[config.mk]
export PLATFORM = sky130hd
export DESIGN_NAME = iterative_shift_unit
export DESIGN_NICKNAME = d
export VERILOG_FILES = /design/src/rtl/iterative_shift_unit_pkg.sv /design/src/rtl/iterative_shift_unit_shift_step.sv /design/src/rtl/iterative_shift_unit.sv
export SDC_FILE = /design/constraint.sdc
export NUM_CORES = 1
export LEC_CHECK = 0
export ABC_CLOCK_PERIOD_IN_PS = 1350
export BUFFER_PORTS_ARGS = -buffer_cell sky130_fd_sc_hd__buf_2
export CORE_MARGIN = 1.5
export CORE_UTILIZATION = 46
export CTS_CLUSTER_DIAMETER = 80
export DETAILED_ROUTE_END_ITERATION = 10
export HOLD_SLACK_MARGIN = 0.02
export PLACE_DENSITY = 0.77
export SLEW_MARGIN = 20
export SYNTH_ARGS = -nofsm -noshare
export SYNTH_HDL_FRONTEND = slang
export SYNTH_SLANG_ARGS = --single-unit
[constraint.sdc]
create_clock -name clk -period 1.35 [get_ports clk]
set_input_delay 0 -clock clk [delete_from_list [all_inputs] [get_ports clk]]
set_output_delay 0 -clock clk [all_outputs]
set_load 0.05 [all_outputs]
[src/rtl/iterative_shift_unit_pkg.sv]
// ============================================================================
// Module      : iterative_shift_unit_pkg
// Description : Shared mode/state encodings and helpers for the iterative
//               shift unit.
// Revision    : 1.0 - initial release
// ============================================================================
`default_nettype none

package iterative_shift_unit_pkg;

    typedef enum logic [2:0] {
        SHIFT_LSL = 3'b000,
        SHIFT_LSR = 3'b001,
        SHIFT_ASR = 3'b010,
        SHIFT_ROL = 3'b011,
        SHIFT_ROR = 3'b100
    } shift_mode_e;

    typedef enum logic [1:0] {
        ST_IDLE  = 2'b00,
        ST_SHIFT = 2'b01,
        ST_DONE  = 2'b10
    } state_e;

    // Unused encodings collapse onto LSL so the datapath only sees legal modes.
    function automatic shift_mode_e norm_mode(input logic [2:0] m);
        case (m)
            3'b001:  return SHIFT_LSR;
            3'b010:  return SHIFT_ASR;
            3'b011:  return SHIFT_ROL;
            3'b100:  return SHIFT_ROR;
            default: return SHIFT_LSL;
        endcase
    endfunction

    function automatic logic is_rotate(input shift_mode_e m);
        return (m == SHIFT_ROL) || (m == SHIFT_ROR);
    endfunction

endpackage

`default_nettype wire

[src/rtl/iterative_shift_unit_shift_step.sv]
// ============================================================================
// Module      : shift_step
// Description : Combinational single-bit shifter/rotator with bit-out.
// Revision    : 1.0 - initial release
// ============================================================================
`default_nettype none

module shift_step
    import iterative_shift_unit_pkg::*;
#(
    parameter int WIDTH = 16
) (
    input  shift_mode_e      i_mode,
    input  logic [WIDTH-1:0] i_data,
    output logic [WIDTH-1:0] o_data,
    output logic             o_bit
);

    always_comb begin
        o_data = i_data;
        o_bit  = 1'b0;
        case (i_mode)
            SHIFT_LSR: begin
                o_data = {1'b0, i_data[WIDTH-1:1]};
                o_bit  = i_data[0];
            end
            SHIFT_ASR: begin
                o_data = {i_data[WIDTH-1], i_data[WIDTH-1:1]};
                o_bit  = i_data[0];
            end
            SHIFT_ROL: begin
                o_data = {i_data[WIDTH-2:0], i_data[WIDTH-1]};
                o_bit  = i_data[WIDTH-1];
            end
            SHIFT_ROR: begin
                o_data = {i_data[0], i_data[WIDTH-1:1]};
                o_bit  = i_data[0];
            end
            default: begin
                o_data = {i_data[WIDTH-2:0], 1'b0};
                o_bit  = i_data[WIDTH-1];
            end
        endcase
    end

endmodule

`default_nettype wire

[src/rtl/iterative_shift_unit.sv]
// ============================================================================
// Module      : iterative_shift_unit
// Description : Multi-cycle shift/rotate unit, one bit per clock, with
//               start/busy/done handshake. Optional macro ISU_FLAGS_EN adds
//               registered zero/neg flags.
// Revision    : 1.0 - initial release
// ============================================================================
`default_nettype none

module iterative_shift_unit
    import iterative_shift_unit_pkg::*;
#(
    parameter int WIDTH = 16,
    parameter int CNT_W = 5
) (
    input  logic             clk,
    input  logic             reset,
    input  logic             start,
    input  logic [2:0]       mode,
    input  logic [CNT_W-1:0] amt,
    input  logic [WIDTH-1:0] operand,
    output logic             ready,
    output logic             busy,
    output logic             done,
    output logic [WIDTH-1:0] result,
    output logic             cout
`ifdef ISU_FLAGS_EN
    ,
    output logic             zero,
    output logic             neg
`endif
);

    localparam logic [31:0] C_WIDTH_U = WIDTH;

    state_e           r_state;
    state_e           w_state_next;
    shift_mode_e      r_mode;
    shift_mode_e      w_mode_in;
    shift_mode_e      w_mode_next;
    logic [CNT_W-1:0] r_count;
    logic [CNT_W-1:0] w_count_next;
    logic [CNT_W-1:0] w_eff;
    logic [WIDTH-1:0] r_result;
    logic [WIDTH-1:0] w_result_next;
    logic             r_cout;
    logic             w_cout_next;
    logic             w_ready;
    logic             w_accept;
    logic [WIDTH-1:0] w_step_data;
    logic             w_step_bit;

    shift_step #(
        .WIDTH (WIDTH)
    ) u_step (
        .i_mode (r_mode),
        .i_data (r_result),
        .o_data (w_step_data),
        .o_bit  (w_step_bit)
    );

    assign w_ready  = (r_state == ST_IDLE) || (r_state == ST_DONE);
    assign w_accept = start && w_ready;

    // Plain shifts saturate at WIDTH; rotates run the full requested count.
    always_comb begin
        w_mode_in = norm_mode(mode);
        w_eff     = amt;
        if (!is_rotate(w_mode_in) && (32'(amt) > C_WIDTH_U)) begin
            w_eff = CNT_W'(WIDTH);
        end
    end

    always_comb begin
        w_state_next = r_state;
        case (r_state)
            ST_IDLE, ST_DONE: begin
                if (w_accept) begin
                    w_state_next = (w_eff != '0) ? ST_SHIFT : ST_DONE;
                end else begin
                    w_state_next = ST_IDLE;
                end
            end
            ST_SHIFT: begin
                if (r_count == CNT_W'(1)) begin
                    w_state_next = ST_DONE;
                end
            end
            default: w_state_next = ST_IDLE;
        endcase
    end

    always_comb begin
        w_result_next = r_result;
        w_cout_next   = r_cout;
        w_count_next  = r_count;
        w_mode_next   = r_mode;
        if (w_accept) begin
            w_result_next = operand;
            w_cout_next   = 1'b0;
            w_count_next  = w_eff;
            w_mode_next   = w_mode_in;
        end else if (r_state == ST_SHIFT) begin
            w_result_next = w_step_data;
            w_cout_next   = w_step_bit;
            w_count_next  = r_count - CNT_W'(1);
        end
    end

    always_ff @(posedge clk) begin
        if (reset) begin
            r_state  <= ST_IDLE;
            r_mode   <= SHIFT_LSL;
            r_count  <= '0;
            r_result <= '0;
            r_cout   <= 1'b0;
        end else begin
            r_state  <= w_state_next;
            r_mode   <= w_mode_next;
            r_count  <= w_count_next;
            r_result <= w_result_next;
            r_cout   <= w_cout_next;
        end
    end

    assign ready  = w_ready;
    assign busy   = (r_state == ST_SHIFT);
    assign done   = (r_state == ST_DONE);
    assign result = r_result;
    assign cout   = r_cout;

`ifdef ISU_FLAGS_EN
    logic r_zero;
    logic r_neg;

    // Flags track the value being written so they line up with result.
    always_ff @(posedge clk) begin
        if (reset) begin
            r_zero <= 1'b0;
            r_neg  <= 1'b0;
        end else begin
            r_zero <= (w_result_next == '0);
            r_neg  <= w_result_next[WIDTH-1];
        end
    end

    assign zero = r_zero;
    assign neg  = r_neg;
`endif

endmodule

`default_nettype wire

==> out/qor.csv, run 1 <==
stage,metric,value,unit
run_status,outcome,"complete, but fails checks",
run_status,failing checks,negative setup slack,
drt,Detail Route Antenna Nets,0,
place,area post-placement,0.001931,mm^2
sta,clk_skew,0.007083,ns
worst_setup_path,CP Max Fanout,6,
clock_network,"Reg clk slew, reported paths",0.15,ns
power,share of power burned in registers,0.425,
worst_setup_path,startpoint class of the critical path,register,
power,internal power,1397,uW
power,combinational power share,0.416,
grt,initial antenna violation count,0,
worst_setup_path,critical path class,reg2reg,
worst_setup_path,CP endpoint kind,register,
place,hpwl dp,2.888,mm
die,Die X,61.31,um
power,Leak,0.001061,uW
finish,Area Overhead vs Synth,48.96,%
grt,first-pass GRT wire length,7.134,mm
sta,Final Cycle Share,1.079,
sta,post-route setup slack,-0.1062,ns
logic_synthesis,Synth Register Bits,27,
logic_synthesis,number of synthesized flops with an enable pin,0,
clock_network,H-tree Lvls,1,
finish,"Core Util, Final",0.7389,
finish,Final Net Count,302,
grt,vias in the first global route,1589,
place,number of I/O port buffers,46,
finish,"commonest non-fill, non-tap cell in the layout",buf_2,
power,Switching Power,928.0,uW
drt,Routed WL per cell,15.38,um
drt,drt drc,0,
sta,Min Hold Slack,0.04820,ns
worst_setup_path,reg2reg start,r_mode[0],
die,Ports,47,
clock_network,CTS tree,yes,
drt,Initial DRT Pass Iterations,4,
logic_synthesis,Synthesized Nets,220,
logic_synthesis,Gate Count Post-Synth,191,
drt,initial DRC count,128,
grt,GRT overflow,0,
finish,share of layout cells above drive strength 1,0.3493,
die,# rows,20,
finish,most frequent cells in the layout,"buf_2, nor2_1, dlygate4sd3_1, dfxtp_1, buf_4",
clock_network,worst skew pair latency,0.34,ns
job,Max Cap Violations,0,
worst_setup_path,worst path arrival time,1.70,ns
logic_synthesis,Syn Area/Cell,8.188,um^2
die,Starting Density,0.4960,
power,P per Cell Area,997.9,mW/mm^2
logic_synthesis,"Seq/Total Area, Yosys",0.3456,
clock_network,root buffer cell,clkbuf_4,
finish,Antenna Cells,0,
drt,Vias,1793,
die,Die Height,61.31,um
grt,largest net degree at the start of global routing,16,
finish,FILL cells,237,
power,sw frac,0.3992,
sta,fin crit period,1.456,ns
logic_synthesis,Synth Flop Type,dfxtp_1,
sta,pins over their slew limit,0,
drt,final wirelength,4.859,mm
logic_synthesis,synth unique cells,40,
clock_network,CTS Sinks,27,
logic_synthesis,post-synthesis async set-or-reset flop share,0,
die,Die Area,0.003759,mm^2
place,Placer Congestion,0.8497,
sta,Worst Tran Pin Value,0.4126,ns
logic_synthesis,mapped cell area,0.001564,mm^2
power,clock power share,0.159,
logic_synthesis,Yosys Warn Count,0,
sta,RSZ-0062 raised after global routing,true,
sta,final setup fails,14,
drt,routed vias/inst,5.674,
clock_network,CTS Buf Count,3,
min_path,HP Start,operand[4],
power,Max IR drop VDD,0.7190,mV
clock_network,clock buffer depth,2,
sta,final hold viol count,0,
sta,FMAX,0.6867,GHz
worst_setup_path,Worst Setup SP,r_mode[0],
die,Core ar.,0.003153,mm^2
finish,fin area,0.002330,mm^2
worst_setup_path,Critical Path RT,1.59,ns
grt,GRT Util Overall,0.2604,
sta,Slew Limit Headroom,0.7247,
min_path,HP Class,in2reg,
cells by family after synthesis:
| family | synth area share |
|---|---|
| mux | 0.1168 |
| simple gates | 0.2016 |
| flops | 0.3456 |
| compound gates | 0.2400 |
| fa+ha+maj | 0.01600 |
| buf+inv | 0.06400 |
| xor+xnor | 0.01600 |
synth_stat cells, drive strengths merged (3+ instances only):
library cell | n | area (um^2)
a211oi | 15 | 112.6
a21oi | 14 | 70.07
dfxtp | 27 | 540.5
nand2 | 9 | 33.78
nand3b | 5 | 37.54
buf | 6 | 47.54
nand2b | 3 | 18.77
nor2b | 3 | 18.77
nor2 | 32 | 120.1
o21ai | 15 | 75.07
clkbuf | 7 | 26.28
nand3 | 3 | 15.01
nor3 | 5 | 25.02
inv | 7 | 26.27
mux2i | 17 | 182.7
worst max-delay path, cell delays in order, from the launching register on:
cell and delay (ns):
dfxtp_4 0.39, xor2_2 0.19, mux2i_4 0.17, bufbuf_16 0.30, mux2i_4 0.22, a211oi_2 0.09
routing by layer:
| layer | part of all wire | GRT usage |
|---|---|---|
| met4 | 0.034 | 0.1056 |
| met2 | 0.51 | 0.4301 |
| met1 | 0.40 | 0.3286 |
| met5 | 0 | 0 |
| met3 | 0.056 | 0.05882 |
power by group through the flow:
stage / logic, uW / registers (uW) / clock network, uW
2_1_floorplan: 390 / 1160 / 0
3_3_place_gp: 794 / 990 / 0
3_5_place_dp: 808 / 990 / 0
4_1_cts: 895 / 970 / 372
5_1_grt: 1030 / 999 / 401
6_report: 967 / 987 / 370
area by class of cell:
type	instances	area (um^2)	area share
multi-input combinational	144	980.9	0.4211
timing repair buffer	90	686.9	0.2948
sequential	27	553.0	0.2374
tap	44	55.05	0.02363
inverter	7	26.28	0.01128
clock buffer	3	22.52	0.009667
clock inverter	1	5.005	0.002148
through the flow:
step                setup slack [ns]  std cells  power [uW]   TNS (ns)
global route                 -0.1691        316        2431     -1.521
finish                       -0.1062        316        2325    -0.7533
global placement           -0.006871        285        1784  -0.006871
detailed placement          -0.03593        285        1798    -0.2441
CTS                         -0.04787        315        2238    -0.4901
floorplan                   -0.09144        191        1552    -0.9815
sequential cells by signal (all words and copies together) (netlist names):
signal / flops
r_mode: 3
r_state: 2
cout: 1
r_count: 5
result: 16
repair_timing:
action / CTS / global route
cloned: 1 / 0
pin swaps: 0 / 4
endpoints found under the setup margin: 14 / 21
gates resized for setup: 7 / 19
hold buffers: 22 / 0
buffers inserted: 3 / 1
endpoints found under the hold margin: 21 / 0
path summary, 6_finish.rpt:
| check | to | slack, ns | cells after the start |
|---|---|---|---|
| worst min-delay path | result[4] | 0.05 | 3 |
| worst max-delay path | result[8] | -0.11 | 5 |
| worst max register to register | result[8] | -0.11 | 5 |
| worst min register to register | cout | 0.49 | 2 |
Note: power is estimated with default switching activity, not from simulation.
==> run 2: changes to the inputs <==
Settings changed: ABC_AREA set to 1, CORE_UTILIZATION 46 to 47, PLACE_DENSITY 0.77 to 0.78.
==> run 2 against run 1 <==
The flow now finishes without violations. Die area increased by 3.3%. Power down 7.3%. First-iteration DRC count increased by 44%. Routed wire length decreased by 9.5%. Register-to-register slack improved by 0.20 ns. Area after synthesis up 5.7%. Synthesized cell count up 30%. Flip-flop and latch count is the same. Critical path type unchanged. Largest power group unchanged.
==> out/qor.csv, run 2 <==
stage,metric,value,unit
finish,max reg flops,16,
finish,Antenna Cells,0,
finish,Post-Layout Cell Count,368,
clock_network,Post CTS Setup Buffer Count,0,
drt,Detail Route Antenna Nets,0,
die,Die Height,62.30,um
clock_network,clock buffer depth,2,
clock_network,CTS tree,yes,
finish,Final Net Count,352,
place,Cells after DPL,341,
place,Placer Congestion,0.8643,
place,number of I/O port buffers,46,
logic_synthesis,Synth area leaders,"dfxtp_1, nand2_1, nand3_1, nand4_1, a21oi_2",
grt,initial antenna violation count,0,
clock_network,H-tree Lvls,1,
drt,routed vias/inst,5.198,
grt,GRT overflow,0,
worst_setup_path,startpoint class of the critical path,register,
sta,pins over their slew limit,0,
sta,fin crit period,1.256,ns
clock_network,worst skew pair latency,0.33,ns
logic_synthesis,"Seq/Total Area, Yosys",0.3270,
logic_synthesis,post-synth top area share,0.3270,
power,Leak,0.001054,uW
place,pre-CTS setup slack,0.08644,ns
worst_setup_path,CP Max Fanout,7,
job,Max Cap Violations,0,
drt,final wirelength,4.399,mm
sta,final setup fails,0,
logic_synthesis,synth unique cells,29,
min_path,HP Class,in2reg,
run_status,outcome,"finished, final reports clean",
sta,Worst Tran Pin Value,0.2758,ns
worst_setup_path,worst path arrival time,1.49,ns
worst_setup_path,delay of the slowest cell on the worst path,0.36,ns
die,# rows,21,
finish,Area Overhead vs Synth,36.64,%
grt,first-pass GRT wire length,7.700,mm
logic_synthesis,number of synthesized flops with an enable pin,0,
logic_synthesis,Synth Flop Type,dfxtp_1,
finish,"commonest non-fill, non-tap cell in the layout",nand2_1,
clock_network,root buffer cell,clkbuf_4,
worst_setup_path,Critical Path RT,1.58,ns
clock_network,CTS Sinks,27,
logic_synthesis,Synthesized Nets,278,
finish,share of layout cells above drive strength 1,0.2950,
sta,FMAX,0.7964,GHz
min_path,worst hold stages,5,
logic_synthesis,Synth Register Bits,27,
logic_synthesis,Syn Area/Cell,6.638,um^2
grt,vias in the first global route,1733,
worst_setup_path,crit path cell chain,nor2_1 -> nand2_2 -> buf_4 -> a21oi_2 -> nor2_1 -> o21ai_1 -> a21oi_2,
logic_synthesis,Gate Count Post-Synth,249,
worst_setup_path,reg2reg path depth,7,
drt,initial DRC count,184,
sta,Final Cycle Share,0.9301,
logic_synthesis,Yosys Warn Count,0,
power,Max IR drop VDD,0.5926,mV
drt,Vias,1913,
place,hpwl dp,3.069,mm
die,Core ar.,0.003363,mm^2
logic_synthesis,Post-synth top cells,"nand2_1, dfxtp_1, inv_1, nand3_1, nand4_1",
die,Ports,47,
worst_setup_path,crit path max-delay cell type,dfxtp_1,
sta,clk_skew,0.004121,ns
sta,post-route setup slack,0.09440,ns
power,P per Cell Area,953.8,mW/mm^2
die,Die Area,0.003881,mm^2
die,Starting Density,0.4914,
grt,GRT Util Overall,0.2431,
logic_synthesis,mapped cell area,0.001653,mm^2
clock_network,"Reg clk slew, reported paths",0.14,ns
sta,final hold viol count,0,
sta,Slew Limit Headroom,0.8159,
clock_network,CTS Buf Count,3,
drt,Routed WL per cell,11.95,um
logic_synthesis,post-synthesis async set-or-reset flop share,0,
worst_setup_path,CP endpoint kind,register,
logic_synthesis,"count leader, synth",nand2_1,
worst_setup_path,critical path class,reg2reg,
finish,most frequent cells in the layout,"nand2_1, buf_2, dfxtp_1, dlygate4sd3_1, nand3_1",
grt,largest net degree at the start of global routing,21,
finish,"Core Util, Final",0.6715,
drt,Initial DRT Pass Iterations,4,
drt,drt drc,0,
logic_synthesis,Yosys top cell by area,dfxtp_1,
die,Die X,62.30,um
## run 2: cell count changes after synthesis, moves of 6 or more
cell and change:
inv_1 +15, mux2i_1 -16, o21ai_0 -12, nand2_2 +10, buf_2 +6, nor2_1 -17
nand2_1 +69, a21oi_2 +9, nand4_1 +16, a211oi_1 -14, nand3_1 +18
## run 2: timing repair
| item | 4_1_cts | 5_1_grt |
|---|---|---|
| gates resized for setup | 0 | 11 |
| setup endpoints to repair | 0 | 18 |
| hold endpoints to repair | 22 | 0 |
| hold buffers | 22 | 0 |
## run 2: where the power goes
group          leakage, uW  internal, uW  switching [uW]  total [uW]
logic             0.000816           313             547         859
clock network    0.0000150           116             236         352
registers         0.000223           869            74.0         943
## run 2: through the flow
| step | area (um^2) | TNS (ns) | power [uW] | hold WS (ns) |
|---|---|---|---|---|
| final | 2258 | 0 | 2154 | 0.03748 |
| after global placement | 1972 | 0 | 1736 | 0.2385 |
| after floorplan | 1675 | -0.1546 | 1555 | 0.1145 |
| after CTS | 2218 | 0 | 2136 | 0.03377 |
| after global routing | 2258 | -0.006655 | 2308 | 0.04326 |
| after detailed placement | 1972 | 0 | 1747 | 0.2471 |
## run 2: logic make-up after synthesis
| logic type | count (synthesis) | synth area share |
|---|---|---|
| simple gates | 146 | 0.4073 |
| compound gates | 38 | 0.1476 |
| buf+inv | 35 | 0.09766 |
| flops | 27 | 0.3270 |
| fa+ha+maj | 2 | 0.01514 |
| xor+xnor | 1 | 0.005300 |
## run 2: path summary, 6_finish.rpt
path	startpoint	to	slack (ns)
worst max register to register	r_mode[2]	result[15]	0.09
worst min-delay path	operand[3]	result[3]	0.04
worst min register to register	result[9]	result[9]	0.51
worst max-delay path	r_mode[2]	result[15]	0.09
## run 2: layout make-up
| cell class | instances | area, um^2 |
|---|---|---|
| clock buffers | 4 | 26.28 |
| fillers | 307 | 1105 |
| inverters | 22 | 86.33 |
| multi-input cells | 188 | 979.7 |
| flip-flops and latches | 27 | 546.8 |
| well taps | 46 | 57.56 |
| repair buffers | 81 | 561.8 |
## run 2: per-layer routing
metal,global-route usage,part of all wire
met1,0.3364,0.46
met2,0.3981,0.47
met3,0.03080,0.059
met4,0.07222,0.011
met5,0,0
## run 2: worst max-delay path, delay by kind of cell, from the launching register on
kind	cells	cell delay [ns]
compound gates	3	0.28
buf+inv	1	0.19
simple gates	3	0.34
flops	1	0.36
==> run 3: changes to the inputs <==
Settings changed: GPL_ROUTABILITY_DRIVEN set to 0, RECOVER_POWER set to 100.
==> run 3 against run 2 <==
Clock skew about the same. Register-to-register slack is essentially flat. Flip-flop and latch count unchanged. Combinational power is 0.7% lower. Non-clock buffer count unchanged. Design area fell by 0.39%. Die area stayed put. Utilization decreased by 0.26 points. Setup slack worse by 0.0060 ns. Global-route usage unchanged. Power is 0.24% lower. Clock-buffer cell count did not move. Critical path type unchanged. Largest cell class unchanged. Largest power group unchanged. Highest routed layer unchanged.
==> out/qor.csv, run 3 (same netlist as run 2, synthesis figures left out) <==
stage,metric,value,unit
run_status,outcome,"finished, final reports clean",
finish,Area Overhead vs Synth,36.11,%
place,number of I/O port buffers,46,
job,Max Cap Violations,0,
grt,largest net degree at the start of global routing,21,
clock_network,CTS Sinks,27,
worst_setup_path,worst path arrival time,1.49,ns
finish,Final Net Count,352,
clock_network,CTS Buf Count,3,
drt,Detail Route Antenna Nets,0,
worst_setup_path,"Buf+Inv Stages, Crit Path",1,
worst_setup_path,Critical Path RT,1.58,ns
drt,Routed WL per cell,12.00,um
die,Starting Density,0.4914,
finish,"commonest non-fill, non-tap cell in the layout",nand2_1,
worst_setup_path,crit path cell chain,nor2_1 -> nand2_2 -> buf_4 -> a21oi_2 -> nor2_1 -> o21ai_1 -> a21oi_2,
worst_setup_path,critical path class,reg2reg,
drt,drt drc,0,
clock_network,Post CTS Setup Buffer Count,0,
place,hpwl dp,3.069,mm
worst_setup_path,CP Max Fanout,7,
drt,initial DRC count,170,
worst_setup_path,Top delay family on crit path,flip-flops,
power,Max IR drop VDD,0.5902,mV
finish,fin area,0.002250,mm^2
die,# rows,21,
drt,final wirelength,4.416,mm
die,Ports,47,
place,area post-placement,0.001972,mm^2
grt,GRT overflow,0,
grt,first-pass GRT wire length,7.700,mm
sta,final setup fails,0,
clock_network,"Reg clk slew, reported paths",0.14,ns
clock_network,CTS tree,yes,
sta,final hold viol count,0,
clock_network,worst skew pair latency,0.32,ns
die,Die Area,0.003881,mm^2
grt,GRT Util Overall,0.2431,
clock_network,H-tree Lvls,1,
die,Core ar.,0.003363,mm^2
sta,pins over their slew limit,0,
sta,Final Cycle Share,0.9345,
sta,Setup TNS,0,ns
sta,clk_skew,0.003685,ns
finish,max reg flops,16,
drt,routed vias/inst,5.207,
drt,Vias,1916,
sta,fin crit period,1.262,ns
die,Die X,62.30,um
clock_network,clock buffer depth,2,
grt,initial antenna violation count,0,
worst_setup_path,crit path max-delay cell type,dfxtp_1,
sta,Worst Tran Pin Value,0.5979,ns
sta,FMAX,0.7927,GHz
finish,share of layout cells above drive strength 1,0.2919,
power,P per Cell Area,955.3,mW/mm^2
sta,Slew Limit Headroom,0.6031,
worst_setup_path,delay of the slowest cell on the worst path,0.36,ns
min_path,HP Class,in2reg,
worst_setup_path,startpoint class of the critical path,register,
die,Die Height,62.30,um
drt,Initial DRT Pass Iterations,4,
finish,FILL cells,310,
worst_setup_path,CP endpoint kind,register,
finish,"Core Util, Final",0.6689,
grt,vias in the first global route,1733,
clock_network,root buffer cell,clkbuf_4,
finish,most frequent cells in the layout,"nand2_1, buf_2, dfxtp_1, dlygate4sd3_1",
power,Leak,0.001036,uW
finish,Antenna Cells,0,
==> run 3: changes by cell type in the layout (fill, tap and decap cells not counted), sizes merged <==
cell	change
buf	-22
clkbuf	+22
==> run 3: per-stage QoR <==
stage	power [uW]	setup WS (ns)	hold WS [ns]	cells
detailed placement	1747	0.08644	0.2471	341
global placement	1736	0.1097	0.2385	341
global route	2303	-0.006655	0.04326	368
floorplan	1555	-0.01936	0.1145	249
finish	2149	0.08843	0.03680	368
CTS	2136	0.01018	0.03377	367
==> run 3: routing by layer <==
metal	track usage	wire length, um
met1	0.3364	2021
met2	0.3981	2082
met3	0.03080	264
met4	0.07222	48
met5	0	0
==> run 3: area by class of cell <==
class	instances	area, um^2	share of cell area
sequential	27	546.8	0.2430
timing repair buffer	81	553.0	0.2458
multi-input combinational	188	979.7	0.4355
tap	46	57.56	0.02558
clock buffer	4	26.28	0.01168
inverter	22	86.33	0.03838
==> run 3: path summary, 6_finish.rpt <==
kind                                 start    endpoint  slack, ns  cells past startpoint
worst max-delay path             r_mode[2]  result[15]       0.09                      7
worst min-delay path            operand[3]   result[3]       0.04                      5
worst max register to register   r_mode[2]  result[15]       0.09                      7
worst min register to register   result[9]   result[9]       0.51                      2
==> run 3: power breakdown <==
part | leakage, uW | internal, uW | switching (uW)
Combinational | 0.000798 | 305 | 548
Clock | 0.0000150 | 116 | 235
Sequential | 0.000223 | 869 | 76.0
Total | 0.00104 | 1290 | 859
==> run 3: worst register-to-register path, delay by kind of cell (launching register included) <==
family	cells	cell delay [ns]
and+or+nand+nor	3	0.34
DFF	1	0.36
AOI/OAI and AO/OA	3	0.29
buffers and inverters	1	0.19
==> run 3: what timing repair did <==
| item | in CTS | in global routing |
|---|---|---|
| resized for setup | 0 | 11 |
| hold endpoints to repair | 22 | 0 |
| setup endpoints to repair | 0 | 18 |
| hold buffers | 22 | 0 |
